--- src/rtl/ccip_mmio_csr_responder_if.sv ---
// ccip_mmio_csr_responder_if: CCI-P c0 MMIO request and c2 read-response signal bundle
interface ccip_mmio_csr_responder_if;
    logic        mmio_rd_valid;
    logic        mmio_wr_valid;
    logic [15:0] mmio_addr;
    logic [1:0]  mmio_len;
    logic [8:0]  mmio_tid;
    logic [63:0] mmio_wr_data;
    logic        mmio_rsp_valid;
    logic [8:0]  mmio_rsp_tid;
    logic [63:0] mmio_rsp_data;
    modport master (
        output mmio_rd_valid, mmio_wr_valid, mmio_addr, mmio_len, mmio_tid, mmio_wr_data,
        input  mmio_rsp_valid, mmio_rsp_tid, mmio_rsp_data
    );
    modport slave (
        input  mmio_rd_valid, mmio_wr_valid, mmio_addr, mmio_len, mmio_tid, mmio_wr_data,
        output mmio_rsp_valid, mmio_rsp_tid, mmio_rsp_data
    );
endinterface

--- src/rtl/ccip_mmio_csr_responder.sv ---
// ccip_mmio_csr_responder: AFU MMIO CSR map with 2-cycle read responses; MMIO_ERR_LOG_EN adds ERR_LOG at 0x80
module ccip_mmio_csr_responder #(
    parameter logic [127:0] AFU_ID      = 128'h0,
    parameter logic [63:0]  DFH_VALUE   = 64'h1000_0100_0000_0000,
    parameter int           NUM_SCRATCH = 4
) (
    input  logic                            pClk,
    input  logic                            pck_cp2af_softReset,
    ccip_mmio_csr_responder_if.slave        mmio,
    input  logic [63:0]                     csr_status,
    output logic [63:0]                     csr_ctrl
);
    logic [14:0] qw;
    logic        odd;
    logic        is8;
    logic [63:0] scratch [NUM_SCRATCH];
    logic [63:0] cycle_cnt;
    logic [31:0] wr_count;
    logic [63:0] reg_val;
    logic [63:0] rd_data;
    logic        mapped;
    logic        scr_wr;
    logic        s1_valid;
    logic [8:0]  s1_tid;
    logic [63:0] s1_data;
`ifdef MMIO_ERR_LOG_EN
    logic [15:0] err_cnt;
    logic [15:0] err_addr;
    logic        err_hit;
    logic [1:0]  err_inc;
    logic [16:0] err_sum;
`endif

    assign qw       = mmio.mmio_addr[15:1];
    assign odd      = mmio.mmio_addr[0];
    assign is8      = mmio.mmio_len == 2'd1;
    assign csr_ctrl = scratch[0];

    always_comb begin
        reg_val = '0;
        mapped  = 1'b1;
        case (qw)
            15'd0:   reg_val = DFH_VALUE;
            15'd1:   reg_val = AFU_ID[63:0];
            15'd2:   reg_val = AFU_ID[127:64];
            15'd3:   reg_val = '0;
            15'd4:   reg_val = '0;
            15'd5:   reg_val = csr_status;
            15'd6:   reg_val = cycle_cnt;
            15'd7:   reg_val = {32'h0, wr_count};
`ifdef MMIO_ERR_LOG_EN
            15'h10:  reg_val = {err_cnt, 32'h0, err_addr};
`endif
            default: mapped = 1'b0;
        endcase
        for (int i = 0; i < NUM_SCRATCH; i++)
            if (qw == 15'(8 + i)) begin
                reg_val = scratch[i];
                mapped  = 1'b1;
            end
        // 4B reads return the addressed half right-justified; 8B reads need an even word address
        rd_data = is8 ? (odd ? 64'h0 : reg_val) : {32'h0, odd ? reg_val[63:32] : reg_val[31:0]};
        scr_wr  = mmio.mmio_wr_valid && qw >= 15'd8 && qw < 15'(8 + NUM_SCRATCH) && !(is8 && odd);
    end

    always_ff @(posedge pClk) begin
        if (pck_cp2af_softReset) begin
            for (int i = 0; i < NUM_SCRATCH; i++) scratch[i] <= '0;
            cycle_cnt           <= '0;
            wr_count            <= '0;
            s1_valid            <= 1'b0;
            s1_tid              <= '0;
            s1_data             <= '0;
            mmio.mmio_rsp_valid <= 1'b0;
            mmio.mmio_rsp_tid   <= '0;
            mmio.mmio_rsp_data  <= '0;
        end else begin
            cycle_cnt           <= cycle_cnt + 64'd1;
            s1_valid            <= mmio.mmio_rd_valid;
            s1_tid              <= mmio.mmio_tid;
            s1_data             <= rd_data;
            mmio.mmio_rsp_valid <= s1_valid;
            mmio.mmio_rsp_tid   <= s1_tid;
            mmio.mmio_rsp_data  <= s1_data;
            if (scr_wr && wr_count != 32'hFFFF_FFFF) wr_count <= wr_count + 32'd1;
            for (int i = 0; i < NUM_SCRATCH; i++)
                if (scr_wr && qw == 15'(8 + i)) begin
                    if (is8) scratch[i] <= mmio.mmio_wr_data;
                    else if (odd) scratch[i][63:32] <= mmio.mmio_wr_data[31:0];
                    else scratch[i][31:0] <= mmio.mmio_wr_data[31:0];
                end
        end
    end

`ifdef MMIO_ERR_LOG_EN
    // rd and wr share one address, so a dual unmapped access counts twice
    assign err_hit = qw == 15'h10;
    assign err_inc = {1'b0, mmio.mmio_rd_valid && !mapped} + {1'b0, mmio.mmio_wr_valid && !mapped};
    assign err_sum = {1'b0, err_cnt} + {15'h0, err_inc};

    always_ff @(posedge pClk) begin
        if (pck_cp2af_softReset || (mmio.mmio_wr_valid && err_hit)) begin
            err_cnt  <= '0;
            err_addr <= '0;
        end else if (err_inc != 2'd0) begin
            err_cnt  <= err_sum[16] ? 16'hFFFF : err_sum[15:0];
            err_addr <= mmio.mmio_addr;
        end
    end
`endif
endmodule

--- src/flat_wrapper.sv ---
// flat-port wrapper written by rule: the top's interface ports become plain ports
module ccip_mmio_csr_responder_flat 
#(
    parameter logic [127:0] AFU_ID      = 128'h0,
    parameter logic [63:0]  DFH_VALUE   = 64'h1000_0100_0000_0000,
    parameter int           NUM_SCRATCH = 4
)
  (pClk, pck_cp2af_softReset, csr_status, csr_ctrl, mmio_mmio_rd_valid, mmio_mmio_wr_valid, mmio_mmio_addr, mmio_mmio_len, mmio_mmio_tid, mmio_mmio_wr_data, mmio_mmio_rsp_valid, mmio_mmio_rsp_tid, mmio_mmio_rsp_data);
  ccip_mmio_csr_responder_if mmio_i ();
  input  logic pClk;
  input  logic pck_cp2af_softReset;
  input  logic [63:0] csr_status;
  output logic [63:0] csr_ctrl;
  input wire logic [$bits(mmio_i.mmio_rd_valid)-1:0] mmio_mmio_rd_valid;
  input wire logic [$bits(mmio_i.mmio_wr_valid)-1:0] mmio_mmio_wr_valid;
  input wire logic [$bits(mmio_i.mmio_addr)-1:0] mmio_mmio_addr;
  input wire logic [$bits(mmio_i.mmio_len)-1:0] mmio_mmio_len;
  input wire logic [$bits(mmio_i.mmio_tid)-1:0] mmio_mmio_tid;
  input wire logic [$bits(mmio_i.mmio_wr_data)-1:0] mmio_mmio_wr_data;
  output wire logic [$bits(mmio_i.mmio_rsp_valid)-1:0] mmio_mmio_rsp_valid;
  output wire logic [$bits(mmio_i.mmio_rsp_tid)-1:0] mmio_mmio_rsp_tid;
  output wire logic [$bits(mmio_i.mmio_rsp_data)-1:0] mmio_mmio_rsp_data;
  assign mmio_i.mmio_rd_valid = mmio_mmio_rd_valid;
  assign mmio_i.mmio_wr_valid = mmio_mmio_wr_valid;
  assign mmio_i.mmio_addr = mmio_mmio_addr;
  assign mmio_i.mmio_len = mmio_mmio_len;
  assign mmio_i.mmio_tid = mmio_mmio_tid;
  assign mmio_i.mmio_wr_data = mmio_mmio_wr_data;
  assign mmio_mmio_rsp_valid = mmio_i.mmio_rsp_valid;
  assign mmio_mmio_rsp_tid = mmio_i.mmio_rsp_tid;
  assign mmio_mmio_rsp_data = mmio_i.mmio_rsp_data;
  ccip_mmio_csr_responder #(.AFU_ID(AFU_ID), .DFH_VALUE(DFH_VALUE), .NUM_SCRATCH(NUM_SCRATCH)) u_core (.pClk(pClk), .pck_cp2af_softReset(pck_cp2af_softReset), .mmio(mmio_i), .csr_status(csr_status), .csr_ctrl(csr_ctrl));
endmodule
--- config.mk ---
export PLATFORM = sky130hd
export DESIGN_NAME = ccip_mmio_csr_responder_flat
export DESIGN_NICKNAME = d
export VERILOG_FILES = /design/src/rtl/ccip_mmio_csr_responder_if.sv /design/src/rtl/ccip_mmio_csr_responder.sv /design/src/flat_wrapper.sv
export SDC_FILE = /design/constraint.sdc
export NUM_CORES = 1
export LEC_CHECK = 0
export ABC_AREA = 0
export CAP_MARGIN = 25
export CORE_AREA = 4 4 254 256
export DETAILED_ROUTE_END_ITERATION = 10
export DIE_AREA = 0 0 258 260
export GPL_TIMING_DRIVEN = 0
export PLACE_DENSITY = 0.59
export SETUP_SLACK_MARGIN = 0.15
export SYNTH_ARGS = -nofsm -noshare
export SYNTH_HDL_FRONTEND = slang
export SYNTH_SLANG_ARGS = --single-unit
--- constraint.sdc ---
create_clock -name pClk -period 5.97 [get_ports pClk]
set_input_delay 1.791 -clock pClk [delete_from_list [all_inputs] [get_ports pClk]]
set_output_delay 1.791 -clock pClk [all_outputs]
set_load 0.02 [all_outputs]
# After elaboration in Yosys (flattened, before gate mapping)
# Memory sizes are Yosys's and may differ from the RTL's.
# Index checks and enable logic that the tools add are counted.
[totals]
n_memories = 1
output_inout_bits = 138
mem_bits_rw = 256
wordCells = 111
regBits = 244
[classes]
bitwise_logic = 13
eq_ne = 9
reduce_logical = 12
n_lt_le_gt_ge = 2
mux = 63
addsub = 2
[memory_table]
columns = ["name", "words", "word_bits", "read_ports", "rd_ports_with_merged_regs", "write_ports", "line", "source"]
rows = [
  ["u_core.scratch", 4, 64, 4, 0, 4, "ccip_mmio_csr_responder.sv:16", "logic [63:0] scratch [NUM_SCRATCH];"],
]
[ops]
columns = ["op", "count"]
rows = [
  ["two-way mux 64 bit", 8],
  ["two-way mux 32 bit", 11],
  ["case mux 64 bit (4 select lines)", 1],
  ["adder 64 x 1 -> 64 bit, second input constant", 1],
  ["== test 15 x 4 -> 1 bit, second input constant", 4],
  ["== test 15 x 3 -> 1 bit, second input constant", 3],
  ["two-way mux 1 bit", 43],
  ["adder 32 x 1 -> 32 bit, second input constant", 1],
  ["inequality test 32 bit, second input constant", 1],
  [">= comparator 15 x 4 -> 1 bit, second input constant", 1],
  ["zero test 15 bit", 1],
  ["less-than comparator 15 x 4 -> 1 bit, second input constant", 1],
  ["bitwise OR 1 bit", 12],
  ["logical AND 1 bit", 9],
  ["OR reduction 3 bit", 1],
  ["== test 2 x 1 -> 1 bit, second input constant", 1],
  ["zero test 1 bit", 1],
  ["NOT 1 bit", 1],
]

# Depth between registers and ports, before layout
# Gate-level depths: netlist of run 1.
[logic_depth]
ltp_word = 10
ltp_mapped = 9
mapped_depth_nobuf = 6

# Least setup slack after synthesis of run 1
# Ideal clock, no wire load.
[synth_path]
kind = "input-to-reg"
startpoint = "input mmio_mmio_addr[6]"
endpoint = "memory u_core.scratch[1][32] (enable)"
stages = 6
t_required_ns = 5.542
path_slack_ns = 0.678
arrival_ns = 4.864
path_cell_list = "or4_1 > nor3_4 > buf_2 > nand3_1 > clkbuf_1 > o21bai_1"
[synth_lines]
columns = ["element", "line", "source"]
rows = [
  ["start, declared", "flat_wrapper.sv:16", "input wire logic [$bits(mmio_i.mmio_addr)-1:0] mmio_mmio_addr;"],
  ["end, declared", "ccip_mmio_csr_responder.sv:16", ""],
]

# Worst setup path in the final report of run 1
[layout_path]
startpoint = "input mmio_mmio_addr[2]"
endpoint = "register u_core.s1_data[30]"
[layout_between]
elab_chain_len = 8
word_cells_on_any_way = 16
[layout_lines]
columns = ["element", "line", "source"]
rows = [
  ["== test 15 x 3 -> 1 bit or zero test 15 bit (tied branches)", "-", ""],
  ["case mux 64 bit (4 select lines)", "ccip_mmio_csr_responder.sv:42", "case (qw)"],
  ["two-way mux 64 bit (3 in a row)", "ccip_mmio_csr_responder.sv:57", "if (qw == 15'(8 + i)) begin"],
  ["two-way mux 64 bit *", "ccip_mmio_csr_responder.sv:57", ""],
  ["two-way mux 32 bit", "ccip_mmio_csr_responder.sv:62", "rd_data = is8 ? (odd ? 64'h0 : reg_val) : {32'h0, odd ? reg_val[63:32] : reg_val[31:0]};"],
  ["two-way mux 32 bit *", "ccip_mmio_csr_responder.sv:62", ""],
  ["end signal, assigned", "ccip_mmio_csr_responder.sv:81", "s1_data <= rd_data;"],
  ["end, declared", "ccip_mmio_csr_responder.sv:25", "logic [63:0] s1_data;"],
]
# Every way passes the cells marked *; elsewhere a longest branch is shown, timed or not.
# A chain may end at the register's enable or synchronous reset.

==> results of run 1 <==
## synthesized netlist by cell type, types with 11 or more instances
| master | count |
|---|---|
| sky130_fd_sc_hd__buf_1 | 11 |
| sky130_fd_sc_hd__or4_1 | 27 |
| sky130_fd_sc_hd__nor2_1 | 107 |
| sky130_fd_sc_hd__o22ai_1 | 40 |
| sky130_fd_sc_hd__nand4_1 | 41 |
| sky130_fd_sc_hd__dfxtp_1 | 244 |
| sky130_fd_sc_hd__o21a_1 | 12 |
| sky130_fd_sc_hd__o221a_2 | 13 |
| sky130_fd_sc_hd__buf_2 | 16 |
| sky130_fd_sc_hd__mux2i_1 | 32 |
| sky130_fd_sc_hd__a22oi_1 | 29 |
| sky130_fd_sc_hd__inv_1 | 14 |
| sky130_fd_sc_hd__nor3_1 | 113 |
| sky130_fd_sc_hd__nand2_1 | 54 |
| sky130_fd_sc_hd__clkbuf_1 | 131 |
| sky130_fd_sc_hd__a221o_1 | 14 |
| sky130_fd_sc_hd__mux2_2 | 14 |
| sky130_fd_sc_hd__a222oi_1 | 26 |
| sky130_fd_sc_hd__or3_1 | 32 |
| sky130_fd_sc_hd__nor2b_1 | 101 |
| sky130_fd_sc_hd__and2_1 | 136 |
| sky130_fd_sc_hd__nand3_1 | 50 |
| sky130_fd_sc_hd__and3_1 | 11 |
| sky130_fd_sc_hd__o21ai_0 | 74 |
| sky130_fd_sc_hd__a22o_1 | 39 |
| sky130_fd_sc_hd__xor2_1 | 29 |
| sky130_fd_sc_hd__o31ai_1 | 37 |
| sky130_fd_sc_hd__o32ai_1 | 17 |
| sky130_fd_sc_hd__a21oi_1 | 143 |
| sky130_fd_sc_hd__a32oi_1 | 11 |
| sky130_fd_sc_hd__o221ai_1 | 14 |
| sky130_fd_sc_hd__edfxtp_1 | 256 |
## metal layers
| metal | vias to the layer above | global-route usage (%) | routed length, µm |
|---|---|---|---|
| met2 | 1205 | 41.9 | 41900 |
| met3 | 176 | 6.51 | 10500 |
| li1 | 8304 | - | - |
| met5 | - | 0 | 0 |
| met4 | 0 | 12.6 | 5110 |
| met1 | 9526 | 37.3 | 38900 |
## metrics by stage
step / setup TNS [ns] / setup slack (ns) / cells
detailed placement: 0 / 0.152 / 3143
finish: 0 / 0.506 / 3245
floorplan: 0 / 0.678 / 1995
global placement: -235.74 / -2.09 / 3135
CTS: 0 / 0.800 / 3243
global route: 0 / 0.611 / 3245
## cell type report
type                    instances  area, µm²
flip-flops and latches        500      12600
clock buffers                  74       1580
fillers                      5984      34800
diodes                          2       5.00
well taps                     846       1060
plain buffers                 162        633
inverters                      15       56.3
repair buffers                302       3080
clock inverters                26        250
multi-input cells            1318       8480
## critical path, stage by stage
cell and delay [ns]:
sky130_fd_sc_hd__clkdlybuf4s50_1 0.56, sky130_fd_sc_hd__nor4bb_1 0.36, sky130_fd_sc_hd__clkbuf_1 0.59, sky130_fd_sc_hd__and4_1 0.27, sky130_fd_sc_hd__clkbuf_1 0.48, sky130_fd_sc_hd__clkbuf_1 0.81
sky130_fd_sc_hd__a222oi_1 0.47, sky130_fd_sc_hd__o31ai_1 0.57
## logic make-up after synthesis
family / synth area share [%]
fa+ha+maj: 0.115
compound gates: 15.8
buf+inv: 3.18
xor+xnor: 1.29
simple gates: 19.4
flops: 58.0
mux: 2.20
## state kept, by name, summed over array words and instances (netlist names)
signal and flops:
u_core.mmio.mmio_rsp_data 64, u_core.s1_tid 9, u_core.mmio.mmio_rsp_valid 1, u_core.wr_count 32, u_core.s1_data 64, u_core.s1_valid 1
u_core.mmio.mmio_rsp_tid 9, u_core.scratch 256, u_core.cycle_cnt 64
## worst paths after layout
path	from	end
min	u_core.s1_data[56]	u_core.mmio.mmio_rsp_data[56]
max reg2reg	u_core.cycle_cnt[37]	u_core.cycle_cnt[53]
max	mmio_mmio_addr[2]	u_core.s1_data[30]
min reg2reg	u_core.s1_data[56]	u_core.mmio.mmio_rsp_data[56]
## report_power, final
group	switching, mW	internal, mW	total [mW]
registers	0.0543	3.70	3.75
logic	0.388	0.221	0.609
clock network	1.47	1.99	3.47
total	1.92	5.91	7.83
==> metrics.log, run 1 <==
[metrics] run status: finished clean
[metrics] gate count after technology mapping: 1995
[metrics] cell types with the largest area share after synthesis: sky130_fd_sc_hd__edfxtp_1, sky130_fd_sc_hd__dfxtp_1, sky130_fd_sc_hd__and2_1, sky130_fd_sc_hd__a21oi_1, sky130_fd_sc_hd__nor2b_1
[metrics] Tightest Pin Transition: 1.43 ns
[metrics] clk_lat worst skew: 0.64 ns
[metrics] post-route standard cell area excluding fillers: 27700 µm²
[metrics] cell area after technology mapping: 21700 µm²
[metrics] maximum number of pins on one net before global-route repair: 33
[metrics] most frequent standard cell in the layout excluding fill and tap cells: sky130_fd_sc_hd__clkdlybuf4s50_1
[metrics] RD Place Congestion: 1.01
[metrics] fraction of final layout cells sized beyond drive strength 1: 6.88%
[metrics] Final Hold Viols: 0
[metrics] number of max-capacitance violations reported: 0
[metrics] Syn Nets: 2156
[metrics] chip width: 258 µm
[metrics] antenna-violating nets left: 0
[metrics] number of register bits inferred by synthesis: 500
[metrics] total of warnings raised by yosys: 0
[metrics] number of global-route vias before repair: 18.4k
[metrics] Max Freq: 183 MHz
[metrics] die outline area: 67100 µm²
[metrics] highest fanout seen on the critical path: 10
[metrics] Synth-to-Final Area Change: 27.8%
[metrics] Hold Crit Depth: 1
[metrics] CP Data Arrival Time: 5.92 ns
[metrics] total number of nets in the final design: 2513
[metrics] final count of negative-setup-slack endpoints: 0
[metrics] post-detailed-route via-to-cell ratio: 5.92
[metrics] global-route wire length before repair: 133000 µm
[metrics] number of antenna violations at the first check in global routing: 4
[metrics] most frequent cells in the layout: sky130_fd_sc_hd__clkdlybuf4s50_1, sky130_fd_sc_hd__edfxtp_1, sky130_fd_sc_hd__dfxtp_1, sky130_fd_sc_hd__a21oi_1, sky130_fd_sc_hd__clkbuf_1
[metrics] Ports: 297
[metrics] average wire per standard cell: 29.7 µm
[metrics] Critical Path Start Type: input port
[metrics] sequential element share of the synthesized area: 58.0%
[metrics] number of buffers inserted during clock tree synthesis: 53
[metrics] Max Buffers Root-to-Sink: 3
[metrics] hold_ws: 0.430 ns
[metrics] Clock transition at path regs: 0.06 ns
[metrics] average cell area after synthesis: 10.9 µm²
[metrics] number of synthesized flops with an enable pin: 256
[metrics] Final Total Pwr: 7.83 mW
[metrics] Lkg Pwr: 9.04 nW
[metrics] CTS H-tree lvls: 2
[metrics] count of final max-slew check failures: 0
[metrics] Synth cell types: 65
[metrics] unrepaired setup endpoints after global routing: false
[metrics] FFs w/ async S/R, synth: 0%
[metrics] CTS resizes: 0
[metrics] routed vias: 19.2k
[metrics] total cell area at the placement stage: 25900 µm²
[metrics] Root Driver: sky130_fd_sc_hd__clkbuf_16
[metrics] number of buffers added on ports: 294
[metrics] FF-to-FF setup slack: 3.08 ns
[metrics] crit share post-route: 91.5%
[metrics] clock tree skew after final layout: 0.0336 ns
[metrics] final critical-path required period: 5.46 ns
[metrics] initial drt markers: 2733
[metrics] number of clock sinks seen by CTS: 500
[metrics] Critical Path End Type: flip-flop
[metrics] global-route total usage across every layer: 27.5%
[metrics] Power Density: 282 nW/µm²
[metrics] Post-Route WL: 96400 µm
[metrics] final cell utilization of the core: 44.3%
[metrics] largest area contributor in the netlist: sky130_fd_sc_hd__edfxtp_1
[metrics] overall die height: 260 µm
[metrics] peak supply drop: 0.228 mV
[metrics] path class of the lowest-slack min-delay path: flip-flop to flip-flop
[metrics] Slew HR: 4.46%
[metrics] drc violations: 0
[metrics] number of buffers inserted by post-CTS setup repair: 0
[metrics] grt ovf: 0
[metrics] critical path data required time: 6.43 ns
[metrics] placeable core region: 62500 µm²
[metrics] proportion of netlist area held by the largest area contributor: 35.5%
[metrics] post-detail-place hpwl: 74100 µm
[metrics] initial core utilization: 34.7%
[metrics] category of the critical setup timing path: input port to flip-flop
[metrics] clock tree from TritonCTS: built
[metrics] TritonRoute pass-1 iters: 8
[metrics] number of hold buffers added after CTS: 0
[metrics] number of cells on the worst reg-to-reg path: 6
[metrics] placement row count: 92
[metrics] Most used DFF post-synth: sky130_fd_sc_hd__edfxtp_1
(Power assumes the default switching activity.)
==> inputs of run 2 (changes only) <==
ABC_AREA = unset   (was 0)
CTS_BUF_LIST = sky130_fd_sc_hd__clkbuf_4 sky130_fd_sc_hd__clkbuf_8 sky130_fd_sc_hd__clkbuf_16   (was unset)
==> run 2 against run 1 <==
  * Clock-buffer cell count is the same
  * Worst hold slack gained 0.0028 ns
  * Global-route usage is essentially flat
==> metrics.log, run 2 (synthesized netlist as in run 1, its figures left out) <==
[metrics] run status: finished clean
[metrics] total number of nets in the final design: 2513
[metrics] Power Density: 283 nW/µm²
[metrics] FF-to-FF setup slack: 3.07 ns
[metrics] number of buffers inserted by post-CTS setup repair: 0
[metrics] maximum number of pins on one net before global-route repair: 33
[metrics] worst hold start: u_core.s1_data[56]
[metrics] clock tree skew after final layout: 0.0310 ns
[metrics] Synth-to-Final Area Change: 28.0%
[metrics] Final Hold Viols: 0
[metrics] initial drt markers: 2666
[metrics] final worst-path setup slack: 0.565 ns
[metrics] count of final max-slew check failures: 0
[metrics] placement row count: 92
[metrics] most frequent cells in the layout: sky130_fd_sc_hd__clkdlybuf4s50_1, sky130_fd_sc_hd__edfxtp_1, sky130_fd_sc_hd__dfxtp_1, sky130_fd_sc_hd__a21oi_1, sky130_fd_sc_hd__and2_1
[metrics] TritonRoute pass-1 iters: 6
[metrics] Lkg Pwr: 9.07 nW
[metrics] average wire per standard cell: 29.7 µm
[metrics] delay contributed by the slowest stage of the critical path: 0.80 ns
[metrics] peak supply drop: 0.228 mV
[metrics] placeable core region: 62500 µm²
[metrics] Most Frequent Cell on Critical Path: sky130_fd_sc_hd__clkbuf_1
[metrics] Place WS: 0.152 ns
[metrics] final count of negative-setup-slack endpoints: 0
[metrics] number of hold buffers added after CTS: 0
[metrics] number of fill cells: 5975
[metrics] Root Driver: sky130_fd_sc_hd__clkbuf_16
[metrics] number of clock sinks seen by CTS: 500
[metrics] highest fanout seen on the critical path: 10
[metrics] CTS H-tree lvls: 2
[metrics] chain of cells forming the critical path: clkdlybuf4s50_1 -> nor4bb_1 -> clkbuf_1 -> and4_1 -> clkbuf_1 -> clkbuf_1 -> a222oi_1 -> o31ai_1
[metrics] grt ovf: 0
[metrics] clk_lat worst skew: 0.63 ns
[metrics] drc violations: 0
[metrics] fraction of final layout cells sized beyond drive strength 1: 7.18%
[metrics] initial core utilization: 34.7%
[metrics] final critical-path required period: 5.41 ns
[metrics] startpoint of the worst setup timing path: mmio_mmio_addr[4]
[metrics] CTS resizes: 0
[metrics] antenna-violating nets left: 0
[metrics] Top reg by flops: u_core.scratch
[metrics] CP max stage cell: sky130_fd_sc_hd__clkbuf_1
[metrics] number of buffers added on ports: 294
[metrics] number of antenna violations at the first check in global routing: 4
[metrics] number of buffers inserted during clock tree synthesis: 53
[metrics] Slew HR: 7.10%
[metrics] crit share post-route: 90.5%
[metrics] Clock transition at path regs: 0.06 ns
[metrics] RD Place Congestion: 1.01
[metrics] Tightest Pin Transition: 1.39 ns
[metrics] category of the critical setup timing path: input port to flip-flop
[metrics] post-detailed-route via-to-cell ratio: 5.93
[metrics] Max Buffers Root-to-Sink: 3
[metrics] Post-Route WL: 96400 µm
[metrics] chip width: 258 µm
[metrics] overall die height: 260 µm
[metrics] die outline area: 67100 µm²
[metrics] launch point of the worst reg-to-reg path: u_core.cycle_cnt[37]
[metrics] most frequent standard cell in the layout excluding fill and tap cells: sky130_fd_sc_hd__clkdlybuf4s50_1
[metrics] critical path data required time: 6.43 ns
[metrics] number of flip-flops in the largest register: 256
[metrics] post-detail-place hpwl: 74100 µm
[metrics] CP Data Arrival Time: 5.87 ns
[metrics] path class of the lowest-slack min-delay path: flip-flop to flip-flop
[metrics] global-route total usage across every layer: 27.5%
[metrics] unrepaired setup endpoints after global routing: false
[metrics] number of global-route vias before repair: 18.4k
[metrics] Critical Path Start Type: input port
[metrics] total cell area at the placement stage: 25900 µm²
[metrics] routed vias: 19.2k
[metrics] clock tree from TritonCTS: built
[metrics] Max Freq: 185 MHz
[metrics] number of max-capacitance violations reported: 0
[metrics] Ports: 297
[metrics] Critical Path End Type: flip-flop
[metrics] post-route standard cell area excluding fillers: 27700 µm²
[metrics] global-route wire length before repair: 133000 µm
[run 2: worst max-delay path: cells and delay by family]
family	cells	cell delay [ns]
AO/OA/AOI/OAI	2	1.04
buffers and inverters	4	2.40
AND/OR/NAND/NOR	2	0.62
[run 2: path summary, 6_finish.rpt]
path	cells after the start	endpoint
setup / recovery	8	u_core.s1_data[30]
hold / removal	1	u_core.mmio.mmio_rsp_data[56]
hold reg to reg	1	u_core.mmio.mmio_rsp_data[56]
setup reg to reg	6	u_core.cycle_cnt[53]
[run 2: area by class of cell]
class | instances | area [µm²] | area share [%]
sequential | 500 | 12600 | 45.3
multi-input combinational | 1318 | 8480 | 30.6
timing repair buffer | 302 | 3080 | 11.1
clock buffer | 74 | 1610 | 5.80
tap | 846 | 1060 | 3.81
buffer | 162 | 633 | 2.28
clock inverter | 26 | 250 | 0.902
inverter | 15 | 56.3 | 0.203
antenna | 2 | 5.00 | 0.0180
[run 2: per-stage QoR]
stage	instances	total power [mW]	TNS, ns	util [%]	hold slack, ns
floorplan	1995	4.03	0	-	0.414
global placement	3135	4.40	-235.74	41.1	0.417
detailed placement	3143	4.42	0	41.4	0.424
CTS	3243	7.86	0	44.4	0.436
global route	3245	8.03	0	44.4	0.450
finish	3245	7.86	0	44.4	0.433
[run 2: layer usage]
metal	GRT usage, %	wire, µm	up-vias
li1	-	-	8294
met1	37.3	38800	9507
met2	41.8	41800	1243
met3	6.50	10700	187
met4	12.6	5150	0
met5	0	0	-
[run 2: power by group]
group          internal (mW)  switching (mW)  total (mW)
Combinational          0.221           0.388       0.609
Clock                   2.03            1.47        3.50
Sequential              3.70          0.0538        3.75
Total                   5.95            1.91        7.86
